$ cat config.mk
export PLATFORM = sky130hd
export DESIGN_NAME = lc3_console_io
export DESIGN_NICKNAME = d
export VERILOG_FILES = /design/src/rtl/lc3_console_io.sv
export SDC_FILE = /design/constraint.sdc
export NUM_CORES = 1
export LEC_CHECK = 0
export ABC_AREA = 0
export BUFFER_PORTS_ARGS = -buffer_cell sky130_fd_sc_hd__buf_4
export CAP_MARGIN = 0
export CORE_MARGIN = 2
export CORE_UTILIZATION = 35
export CTS_BUF_LIST = sky130_fd_sc_hd__clkbuf_4
export DETAILED_ROUTE_END_ITERATION = 16
export GPL_ROUTABILITY_DRIVEN = 0
export GPL_TIMING_DRIVEN = 0
export PLACE_DENSITY_LB_ADDON = 0.05
export SLEW_MARGIN = 20
export SYNTH_ARGS = -nofsm -noshare
export SYNTH_HDL_FRONTEND = slang
export SYNTH_SLANG_ARGS = --single-unit
$ cat constraint.sdc
create_clock -name CLK -period 1.68 [get_ports CLK]
set_input_delay 0 -clock CLK [delete_from_list [all_inputs] [get_ports CLK]]
set_output_delay 0 -clock CLK [all_outputs]
set_load 0.03 [all_outputs]
$ cat src/rtl/lc3_console_io.sv
// LC-3 memory-mapped console: keyboard (KBSR/KBDR) and display (DSR/DDR) device registers.
// Optional feature macro: LC3_CONSOLE_KBD_FIFO_EN selects a 4-entry keyboard FIFO instead of
// the default single-character keyboard register.
module lc3_console_io (
  input  logic        CLK,
  input  logic        RESET_N,
  input  logic [15:0] ADDR,
  input  logic [15:0] WDATA,
  input  logic        MEM_WE,
  input  logic        RD_ACK,
  output logic        IO_SEL,
  output logic [15:0] RDATA,
  input  logic        KB_VALID,
  input  logic [7:0]  KB_CHAR,
  output logic        KB_READY,
  output logic        DSP_VALID,
  output logic [7:0]  DSP_CHAR,
  input  logic        DSP_ACK,
  output logic        INT
);

  localparam logic [15:0] AddrKbsr = 16'hFE00;
  localparam logic [15:0] AddrKbdr = 16'hFE02;
  localparam logic [15:0] AddrDsr  = 16'hFE04;
  localparam logic [15:0] AddrDdr  = 16'hFE06;

  typedef enum logic {StIdle, StBusy} dsp_state_e;

  logic       w_hit_kbsr, w_hit_kbdr, w_hit_dsr, w_hit_ddr;
  logic       w_push, w_pop, w_kb_rdy, w_full_d;
  logic [7:0] w_head;
  logic       r_kb_ready, r_ie, r_int;
  logic [7:0] r_dsp_char;
  dsp_state_e r_dsp_state, w_dsp_state_d;
  logic       w_dsp_load;

  assign w_hit_kbsr = (ADDR == AddrKbsr);
  assign w_hit_kbdr = (ADDR == AddrKbdr);
  assign w_hit_dsr  = (ADDR == AddrDsr);
  assign w_hit_ddr  = (ADDR == AddrDdr);
  assign IO_SEL     = w_hit_kbsr | w_hit_kbdr | w_hit_dsr | w_hit_ddr;

  // KB_READY is registered as !full, so an accepted push can never overflow the store.
  assign w_push = KB_VALID & r_kb_ready;
  assign w_pop  = RD_ACK & w_hit_kbdr & w_kb_rdy;

`ifdef LC3_CONSOLE_KBD_FIFO_EN
  logic [7:0] r_fifo [4];
  logic [1:0] r_wr_ptr, r_rd_ptr;
  logic [2:0] r_count, w_count_d;

  assign w_kb_rdy = (r_count != 3'd0);
  assign w_head   = r_fifo[r_rd_ptr];
  assign w_full_d = (w_count_d == 3'd4);

  // Occupancy update: simultaneous push and pop leaves the count unchanged.
  always_comb begin
    w_count_d = r_count;
    if (w_push && !w_pop) begin
      w_count_d = r_count + 3'd1;
    end else if (!w_push && w_pop) begin
      w_count_d = r_count - 3'd1;
    end
  end

  // FIFO storage; contents are don't-care while the pointers mark it empty.
  always_ff @(posedge CLK) begin
    if (w_push) begin
      r_fifo[r_wr_ptr] <= KB_CHAR;
    end
  end

  // FIFO pointers and occupancy; 2-bit pointers wrap naturally.
  always_ff @(posedge CLK or negedge RESET_N) begin
    if (!RESET_N) begin
      r_wr_ptr <= 2'd0;
      r_rd_ptr <= 2'd0;
      r_count  <= 3'd0;
    end else begin
      if (w_push) r_wr_ptr <= r_wr_ptr + 2'd1;
      if (w_pop)  r_rd_ptr <= r_rd_ptr + 2'd1;
      r_count <= w_count_d;
    end
  end
`else
  logic [7:0] r_kb_data;
  logic       r_kb_full;

  assign w_kb_rdy = r_kb_full;
  assign w_head   = r_kb_data;
  // A push is only possible while empty, so it always leaves the register full.
  assign w_full_d = w_push | (r_kb_full & ~w_pop);

  // Single-character keyboard holding register.
  always_ff @(posedge CLK or negedge RESET_N) begin
    if (!RESET_N) begin
      r_kb_data <= 8'h00;
      r_kb_full <= 1'b0;
    end else begin
      if (w_push) r_kb_data <= KB_CHAR;
      r_kb_full <= w_full_d;
    end
  end
`endif

  // Keyboard ready flag, interrupt enable and registered interrupt request.
  always_ff @(posedge CLK or negedge RESET_N) begin
    if (!RESET_N) begin
      r_kb_ready <= 1'b1;
      r_ie       <= 1'b0;
      r_int      <= 1'b0;
    end else begin
      r_kb_ready <= ~w_full_d;
      if (MEM_WE && w_hit_kbsr) r_ie <= WDATA[14];
      r_int <= w_kb_rdy & r_ie;
    end
  end

  assign KB_READY = r_kb_ready;
  assign INT      = r_int;

  // Display FSM next state: writes to DDR are only accepted while idle.
  always_comb begin
    w_dsp_state_d = r_dsp_state;
    w_dsp_load    = 1'b0;
    unique case (r_dsp_state)
      StIdle: begin
        if (MEM_WE && w_hit_ddr) begin
          w_dsp_load    = 1'b1;
          w_dsp_state_d = StBusy;
        end
      end
      StBusy: begin
        if (DSP_ACK) w_dsp_state_d = StIdle;
      end
      default: w_dsp_state_d = StIdle;
    endcase
  end

  // Display state and character register.
  always_ff @(posedge CLK or negedge RESET_N) begin
    if (!RESET_N) begin
      r_dsp_state <= StIdle;
      r_dsp_char  <= 8'h00;
    end else begin
      r_dsp_state <= w_dsp_state_d;
      if (w_dsp_load) r_dsp_char <= WDATA[7:0];
    end
  end

  assign DSP_VALID = (r_dsp_state == StBusy);
  assign DSP_CHAR  = r_dsp_char;

  // Device register read mux; KBDR reads zero while the keyboard store is empty.
  always_comb begin
    RDATA = 16'h0000;
    if (w_hit_kbsr)      RDATA = {w_kb_rdy, r_ie, 14'b0};
    else if (w_hit_kbdr) RDATA = {8'h00, (w_kb_rdy ? w_head : 8'h00)};
    else if (w_hit_dsr)  RDATA = {(r_dsp_state == StIdle), 15'b0};
    else if (w_hit_ddr)  RDATA = {8'h00, r_dsp_char};
  end

endmodule

==> After elaboration in Yosys (flattened, before gate mapping) <==
Index checks and enable logic that the tools add are counted.
{ "op_classes": {"mux": 9, "n_reduce_logical": 2, "bitwise_logic": 12, "n_eq_ne": 4} }
{ "op_table": {"columns": ["cell", "n"], "rows": [
  ["16-bit == test, second input constant", 4],
  ["16-bit two-way mux", 3],
  ["8-bit two-way mux", 2],
  ["1-bit AND", 5],
  ["1-bit OR", 4],
  ["1-bit two-way mux", 3],
  ["1-bit inverter", 3],
  ["1-bit logical AND", 2],
  ["1-bit one-hot mux with 2 select lines", 1]
]} }
{ "word_totals": {"wordCells": 34, "in_bits": 46, "ff_bits": 21, "out_inout_bits": 28} }

==> Depth between registers and ports, before layout <==
Gate-level depths: netlist (run 1).
{ "depth": {"ltp_word": 7, "mapped_depth": 5, "ltp_nobuf": 4} }

==> Least setup slack after synthesis (run 1) <==
Ideal clock, no wire load.
{ "synth_timing": {"path_kind": "reg-to-reg", "startpoint": "reg r_dsp_state (netlist: DSP_VALID)", "endpoint": "reg r_dsp_char[0] (netlist: DSP_CHAR[0])", "required_ns": 1.555, "arrival_time_ns": 1.495, "path_buffers": 1, "synth_period_minus_slack_ns": 1.620, "path_slack_ns": 0.060, "path_stages_with_launch": 4, "setup_time_ns": 0.125, "cell_sequence": "dfrtp_1 or4b_1 buf_4 mux2_4"} }
{ "synth_via": {"elab_chain_cells": 1} }
{ "synth_rtl": {"columns": ["element", "line_no", "source"], "rows": [
  ["start, declared", "34", "dsp_state_e r_dsp_state, w_dsp_state_d;"],
  ["start signal, assigned", "143", "r_dsp_state <= StIdle;"],
  ["start signal, assigned", "146", "r_dsp_state <= w_dsp_state_d;"],
  ["1-bit two-way mux", "126", "unique case (r_dsp_state)"],
  ["end signal, assigned", "147", "if (w_dsp_load) r_dsp_char <= WDATA[7:0];"],
  ["end, declared", "33", "logic [7:0] r_dsp_char;"]
]} }
Every way passes these cells.
A chain may end at the register's enable or synchronous reset.

==> Final worst setup path (run 1) <==
{ "layout_timing": {"startpoint": "reg r_dsp_state (netlist: DSP_VALID)", "endpoint": "reg r_dsp_char[4] (netlist: DSP_CHAR[4])"} }
Same word-level chain as after synthesis.

==> results of run 1 <==
cell usage after synthesis, types with 2 or more instances:
master    instances  share of area [%]
nor2_1            9                3.1
a21oi_1           2               0.93
dfrtp_1          20                 46
nor4b_1           2                1.6
a22oi_1           7                4.9
mux2_2            9                9.4
inv_1             2               0.70
and2_1            2                1.2
nor2b_1           2                1.2
clkbuf_1          2               0.70
mux2_4            8                 11
buf_4             7                4.9
nand2_1           4                1.4
layer usage:
metal	GRT usage (%)	vias to the layer above
li1	-	479
met1	17.2	462
met2	31.1	48
met3	3.06	4
met4	8.25	0
met5	0	-
power by group through the flow:
stage / Combinational, uW / Sequential, uW / Clock (uW)
after floorplan: 145 / 622 / 0
final: 287 / 617 / 255
after global placement: 245 / 624 / 0
after global routing: 314 / 628 / 289
after detailed placement: 252 / 625 / 0
after CTS: 287 / 616 / 267
flip-flops by register name (all words and copies together) (netlist names):
signal     flops
DSP_VALID      1
r_kb_full      1
r_ie           1
DSP_CHAR       8
KB_READY       1
INT            1
r_kb_data      8
kinds of logic (layout without fill, tap and decap cells):
kind of cell           count (synthesis)  after routing  share of synthesized area (%)
AO/OA/AOI/OAI                         11             11                           6.72
buffers and inverters                 11             94                           6.26
flip-flops                            21             21                           48.8
multiplexers                          17             17                           20.5
other                                  1              6                          0.347
AND/OR/NAND/NOR                       28             28                           17.4
through the flow:
stage / setup TNS (ps) / total power (uW)
2_1_floorplan: 0 / 767
3_3_place_gp: -962 / 869
3_5_place_dp: -1060 / 877
4_1_cts: 0 / 1170
5_1_grt: 0 / 1230
6_report: 0 / 1160
critical path, delay by kind of cell (launching register included):
kind | cells | cell delay [ps]
buf+inv | 1 | 210
flops | 1 | 410
mux | 1 | 310
simple gates | 1 | 530
cell type report:
cell class / count / area, um^2
repair buffers: 79 / 641
clock buffers: 4 / 30.0
plain buffers: 9 / 61.3
multi-input cells: 62 / 504
well taps: 33 / 41.3
inverters: 2 / 7.51
fillers: 284 / 1190
flip-flops and latches: 21 / 527
timing repair:
item / 4_1_cts / 5_1_grt
setup buffers: 0 / 0
hold buffers: 19 / 0
endpoints found under the hold margin: 39 / 0
gates resized for setup: 0 / 2
setup endpoints to repair: 0 / 8
worst paths after layout:
kind,slack (ps),cells past startpoint,end,start
setup / recovery,120,3,DSP_CHAR[4],DSP_VALID
hold / removal,60,4,r_kb_full,RD_ACK
setup reg to reg,120,3,DSP_CHAR[4],DSP_VALID
hold reg to reg,520,1,INT,r_ie
max in group asynchronous,1300,2,KB_READY,RESET_N
min in group asynchronous,110,2,DSP_CHAR[0],RESET_N
placed cells by master, fill, tap and decap left out, types with 2 or more instances in the layout:
cell type,instances
a21oi_1,2
a22oi_1,7
and2_1,2
buf_4,67
clkbuf_4,4
conb_1,6
dfrtp_1,20
dlygate4sd3_1,19
inv_1,2
mux2_2,9
mux2_4,8
nand2_1,4
nor2_1,9
nor2b_1,2
nor4b_1,2
==> flow_summary.json, run 1 <==
{
  "max_freq_mhz": 640,
  "clock-sinks": 21,
  "whs_ps": 58.3,
  "clkPwrFrac_pct": 22.0,
  "die_y_um": 59.5,
  "area_growth_pct": 67.8,
  "wl_met3_um": 236,
  "start_util_pct": 36.0,
  "final-hold-violation-count": 0,
  "max-cap-violations": 0,
  "numCtsBuffers": 3,
  "vias": 993,
  "vdd_drop_max_mv": 0.365,
  "placed_cell_area_um2": 1590,
  "cts_tree": "built",
  "finalSetupViolCount": 0,
  "swShare_pct": 25.0,
  "dp.cells": 187,
  "grt_usage_pct": 16.5,
  "worst_slack_ps": 118,
  "synth_top_flop_cell": "dfrtp_1",
  "syn_inst": 89,
  "clock_path_buffers": 2,
  "p_switching_uw": 290,
  "wirelength_um": 2810,
  "top_layer_used": "met4",
  "rows": 20,
  "synthDistinctLibCells": 26,
  "h-tree-depth": 1,
  "wl_met2_um": 1470,
  "core_um2": 3000,
  "syn_area_um2": 1080,
  "firstDrtPassIters": 4,
  "utilization_pct": 60.3,
  "cp_cell_sequence": "or4b_1 > buf_4 > mux2_4",
  "overflow": 0,
  "pwr-share-comb_pct": 24.7,
  "critPathRequiredTime_ps": 1870,
  "async_flop_share_pct": 100,
  "ys_seq_elements": 21,
  "hpwl_um": 1910,
  "slowest_stage": "or4b_1",
  "portBuffers": 60,
  "path_class": "flop to flop",
  "layout-drive-gt1-share_pct": 52.5,
  "yosys_warnings": 0,
  "drt_iter0_markers": 21,
  "grt_max_degree": 22,
  "path_max_fanout": 9,
  "antenna_found_initial": 0,
  "p_leak_uw": 0.000937,
  "end_kind": "flop",
  "rsz0062_at_grt": "false",
  "clk_latency_ps": 290,
  "finClkSkew_ps": 1.59,
  "hp-class": "primary input to flop",
  "final_nets": 224,
  "startpoint_type": "flop",
  "synth_area_per_cell_um2": 12.1,
  "first_global_vias": 1011,
  "fin_crit_ps": 1560,
  "die_area_um2": 3550,
  "vias_per_cell": 4.73,
  "finalNonFillerCells": 210,
  "yosysSeqAreaShare_pct": 48.8,
  "path_clk_slew_ps": 110,
  "grt_pass1_wl_um": 4350,
  "period_share_pct": 93.0,
  "drc": 0,
  "p_int_uw": 868,
  "root_buffer": "clkbuf_4",
  "place_ws_ps": -136,
  "diodes": 0,
  "slew_violations": 0,
  "synth-edff-count": 0,
  "final_area_um2": 1810,
  "power_density_nw_per_um2": 639,
  "ant_nets": 0,
  "die_w_um": 59.5,
  "critical-path-max-stage-delay_ps": 530,
  "p_seq_share_pct": 53.3,
  "io_pins": 74,
  "cp.arrival_ps": 1750,
  "status": "finished clean",
  "wl_per_cell_um": 13.4,
  "met1_length_um": 1070
}
Note: power is estimated with default switching activity, not from simulation.
==> run 2: changes to the inputs <==
clock period = 1.8 ns   (was 1.68 ns; I/O delays follow)
==> run 2 against run 1 <==
Sequential power shrank 6.6%. Core utilization is essentially flat. Global-route usage unchanged. Sequential share of layout area about the same. Die area stayed put. Critical path depth grew 2. Flip-flop and latch count unchanged. Cell area about the same. Combinational power is 7.0% lower. Clock power decreased by 7%. Critical path type is now flop to output pin. Critical endpoint is now RDATA[15]. Largest cell class unchanged.
==> flow_summary.json, run 2 (same netlist as run 1, synthesis figures left out) <==
{
  "status": "finished clean",
  "start_util_pct": 36.0,
  "firstDrtPassIters": 3,
  "vias_per_cell": 4.68,
  "max_freq_mhz": 627,
  "grt_max_degree": 22,
  "first_global_vias": 1011,
  "grt_pass1_wl_um": 4350,
  "wl_per_cell_um": 13.3,
  "io_pins": 74,
  "p_switching_uw": 270,
  "hp-class": "primary input to flop",
  "overflow": 0,
  "vias": 983,
  "final-hold-violation-count": 0,
  "power_density_nw_per_um2": 597,
  "regToRegSetupSlack_ps": 240,
  "startpoint_type": "flop",
  "finalSetupViolCount": 0,
  "worst_slack_ps": 205,
  "numCtsBuffers": 3,
  "path_clk_slew_ps": 110,
  "clkPwrFrac_pct": 22.0,
  "fin_crit_ps": 1600,
  "core_um2": 3000,
  "nFillCells": 285,
  "die_area_um2": 3550,
  "slew_violations": 0,
  "layout_common_cells": "buf_4, dfrtp_1, dlygate4sd3_1",
  "layout-drive-gt1-share_pct": 52.0,
  "pwr-share-comb_pct": 24.7,
  "path_class": "flop to output pin",
  "clock_path_buffers": 2,
  "ant_nets": 0,
  "p_int_uw": 810,
  "layout_commonest_cell": "buf_4",
  "hpwl_um": 1910,
  "drt_iter0_markers": 25,
  "wirelength_um": 2800,
  "antenna_found_initial": 0,
  "cts_tree": "built",
  "area_growth_pct": 67.7,
  "placed_cell_area_um2": 1590,
  "diodes": 0,
  "portBuffers": 60,
  "die_w_um": 59.5,
  "clock-sinks": 21,
  "finClkSkew_ps": 2.14,
  "h-tree-depth": 1,
  "p_leak_uw": 0.000934,
  "rsz0062_at_grt": "false",
  "clk_latency_ps": 290,
  "path_max_fanout": 8,
  "final_nets": 224,
  "drc": 0,
  "utilization_pct": 60.3,
  "p_seq_share_pct": 53.3,
  "cp.arrival_ps": 1600,
  "postCtsResizedCells": 0,
  "place_ws_ps": -16.3,
  "root_buffer": "clkbuf_4",
  "die_y_um": 59.5,
  "vdd_drop_max_mv": 0.340,
  "rows": 20,
  "swShare_pct": 25.0,
  "final_area_um2": 1810,
  "critPathRequiredTime_ps": 1800,
  "grt_usage_pct": 16.5,
  "end_kind": "output pin",
  "period_share_pct": 88.6,
  "max-cap-violations": 0
}
run 2: cell counts in the layout (fill, tap and decap cells not counted):
Identical to the previous run, type by type.
run 2: layout make-up:
class                           count  area, um^2  area share (%)
Timing Repair Buffer               79         641            35.4
Sequential cell                    21         527            29.1
Multi-Input combinational cell     62         504            27.9
Buffer                              9        60.1            3.32
Tap cell                           33        41.3            2.28
Clock buffer                        4        30.0            1.66
Inverter                            2        7.51           0.415
run 2: final timing paths:
check	start	end	cells after the start
setup / recovery	r_kb_full	RDATA[15]	5
max in group asynchronous	RESET_N	KB_READY	2
min in group asynchronous	RESET_N	DSP_VALID	2
setup reg to reg	DSP_VALID	DSP_CHAR[4]	3
hold / removal	RD_ACK	r_kb_full	4
hold reg to reg	r_ie	INT	1
run 2: timing repair:
action,CTS,global route
endpoints found under the hold margin,39,0
hold buffers,19,0
buffers inserted,0,0
run 2: routing by layer:
metal | vias to the layer above | part of all wire, % | GRT usage [%] | wire (um)
met3 | 4 | 8.3 | 3.06 | 232
met1 | 455 | 38 | 17.2 | 1060
met2 | 44 | 52 | 31.1 | 1470
li1 | 480 | - | - | -
met5 | - | 0 | 0 | 0
met4 | 0 | 1.4 | 8.25 | 38
run 2: worst max-delay path, stage by stage, from the launching register on:
cell	delay, ps
dfrtp_1	400
nor2b_1	130
clkbuf_1	320
a21oi_1	110
nor3_1	160
buf_4	190
run 2: power groups by stage:
stage	Combinational [uW]	Clock (uW)	Sequential, uW
6_report	267	238	576
5_1_grt	292	270	586
4_1_cts	268	249	575
3_5_place_dp	235	0	583
3_3_place_gp	229	0	583
2_1_floorplan	135	0	581
run 2: through the flow:
stage          power, uW  instances  hold WS, ps  TNS (ps)
6_report            1080        210         56.8         0
5_1_grt             1150        210         83.4         0
4_1_cts             1090        210         42.6         0
3_5_place_dp         818        187        -98.6      -105
3_3_place_gp         811        187         -101     -5.25
2_1_floorplan        716         94         -296         0
==> run 3: changes to the inputs <==
CTS_BUF_LIST = sky130_fd_sc_hd__clkbuf_8   (was sky130_fd_sc_hd__clkbuf_4)
SKIP_CTS_REPAIR_TIMING = 1   (was unset)
==> run 3 against run 2 <==
Clock skew is essentially flat. Total power grew 5.4%. Via count rose by 0.41%. Clock power up 24%. Register-to-register slack is essentially flat. Global-route usage down 1.7 points. First-iteration DRC count is 24% higher. Flip-flop and latch count unchanged. Sequential share of layout area fell by 0.24 points. Critical path depth shrank 2. Die area unchanged.
==> flow_summary.json, run 3 (same netlist as run 1, synthesis figures left out) <==
{
  "status": "finished clean",
  "clk_latency_ps": 250,
  "vdd_drop_max_mv": 0.351,
  "vias_per_cell": 4.70,
  "p_leak_uw": 0.000942,
  "pwr-share-comb_pct": 23.4,
  "diodes": 0,
  "portBuffers": 60,
  "grt_pass1_wl_um": 3910,
  "crit_family": "simple AND/OR/NAND/NOR gates",
  "critPathRequiredTime_ps": 1940,
  "p_switching_uw": 278,
  "finalSetupViolCount": 0,
  "overflow": 0,
  "clock_path_buffers": 2,
  "wirelength_um": 2820,
  "wl_per_cell_um": 13.4,
  "final_nets": 224,
  "antenna_found_initial": 0,
  "start_util_pct": 36.0,
  "fin_crit_ps": 1560,
  "path_clk_slew_ps": 70,
  "layout_commonest_cell": "buf_4",
  "cp_cell_sequence": "or4b_1 > buf_4 > mux2_4",
  "critical-path-max-stage-delay_ps": 530,
  "io_pins": 74,
  "period_share_pct": 86.4,
  "area_growth_pct": 69.1,
  "numCtsBuffers": 3,
  "cp.arrival_ps": 1700,
  "rsz0062_at_grt": "false",
  "die_w_um": 59.5,
  "swShare_pct": 24.4,
  "drc": 0,
  "root_buffer": "clkbuf_8",
  "firstDrtPassIters": 3,
  "path_class": "flop to flop",
  "whs_ps": 110,
  "ant_nets": 0,
  "grt_max_degree": 22,
  "hp-class": "primary input to flop",
  "max-cap-violations": 0,
  "h-tree-depth": 1,
  "clkPwrFrac_pct": 25.9,
  "die_area_um2": 3550,
  "die_y_um": 59.5,
  "p_int_uw": 861,
  "clock-sinks": 21,
  "rows": 20,
  "layout-drive-gt1-share_pct": 51.4,
  "utilization_pct": 60.8,
  "path_max_fanout": 9,
  "final-hold-violation-count": 0,
  "first_global_vias": 883,
  "finClkSkew_ps": 1.94,
  "max_freq_mhz": 643,
  "grt_usage_pct": 14.8,
  "startpoint_type": "flop",
  "slowest_stage": "or4b_1",
  "cts_tree": "built",
  "layout_common_cells": "buf_4, dfrtp_1, dlygate4sd3_1",
  "hpwl_um": 1910,
  "core_um2": 3000,
  "nFillCells": 280,
  "drt_iter0_markers": 31,
  "p_seq_share_pct": 50.6,
  "end_kind": "flop",
  "power_density_nw_per_um2": 624,
  "slew_violations": 0,
  "critical_path_buf_inv_count": 1,
  "vias": 987
}
[run 3: cell types whose count changed in the layout (fill, tap and decap cells not counted)]
cell | before | now
inv_1 | 2 | 3
clkbuf_8 | 0 | 3
clkbuf_4 | 4 | 0
[run 3: final timing paths]
check                           startpoint          end  slack (ps)  cells after the start
worst max-delay path             DSP_VALID  DSP_CHAR[4]         240                      3
worst min-delay path                RD_ACK    r_kb_full         110                      4
worst max register to register   DSP_VALID  DSP_CHAR[4]         240                      3
worst min register to register        r_ie          INT         510                      1
max in group asynchronous          RESET_N     KB_READY        1370                      2
min in group asynchronous          RESET_N    DSP_VALID         170                      2
[run 3: final cells by class]
cell class | count | area [um^2] | area share (%)
Timing Repair Buffer | 79 | 641 | 35.1
Clock inverter | 1 | 3.75 | 0.206
Clock buffer | 3 | 41.3 | 2.26
Tap cell | 33 | 41.3 | 2.26
Inverter | 2 | 7.51 | 0.411
Sequential cell | 21 | 527 | 28.9
Buffer | 9 | 60.1 | 3.29
Multi-Input combinational cell | 62 | 504 | 27.6
[run 3: routing by layer]
metal	global-route usage, %	part of all wire [%]
met5	0	0
met4	6.67	1.2
met3	3.49	8.6
met2	26.4	52
met1	16.6	38
[run 3: worst reg2reg max path, stage by stage (launching register included)]
cell,delay [ps]
dfrtp_1,390
or4b_1,530
buf_4,210
mux2_4,310
[run 3: metrics by stage]
| step | setup WS [ps] | TNS, ps | total power (uW) | area, um^2 | instances |
|---|---|---|---|---|---|
| floorplan | 180 | 0 | 716 | 1100 | 94 |
| global placement | -2.68 | -5.25 | 811 | 1590 | 187 |
| finish | 244 | 0 | 1140 | 1830 | 210 |
| detailed placement | -16.3 | -105 | 818 | 1590 | 187 |
| global route | 135 | 0 | 1210 | 1830 | 210 |
| CTS | 237 | 0 | 1120 | 1640 | 191 |
[run 3: power groups by stage]
stage	Clock [uW]	Sequential, uW	Combinational (uW)
final	295	577	267
after detailed placement	0	583	235
after global placement	0	583	229
after global routing	332	586	292
after CTS	307	575	235
after floorplan	0	581	135
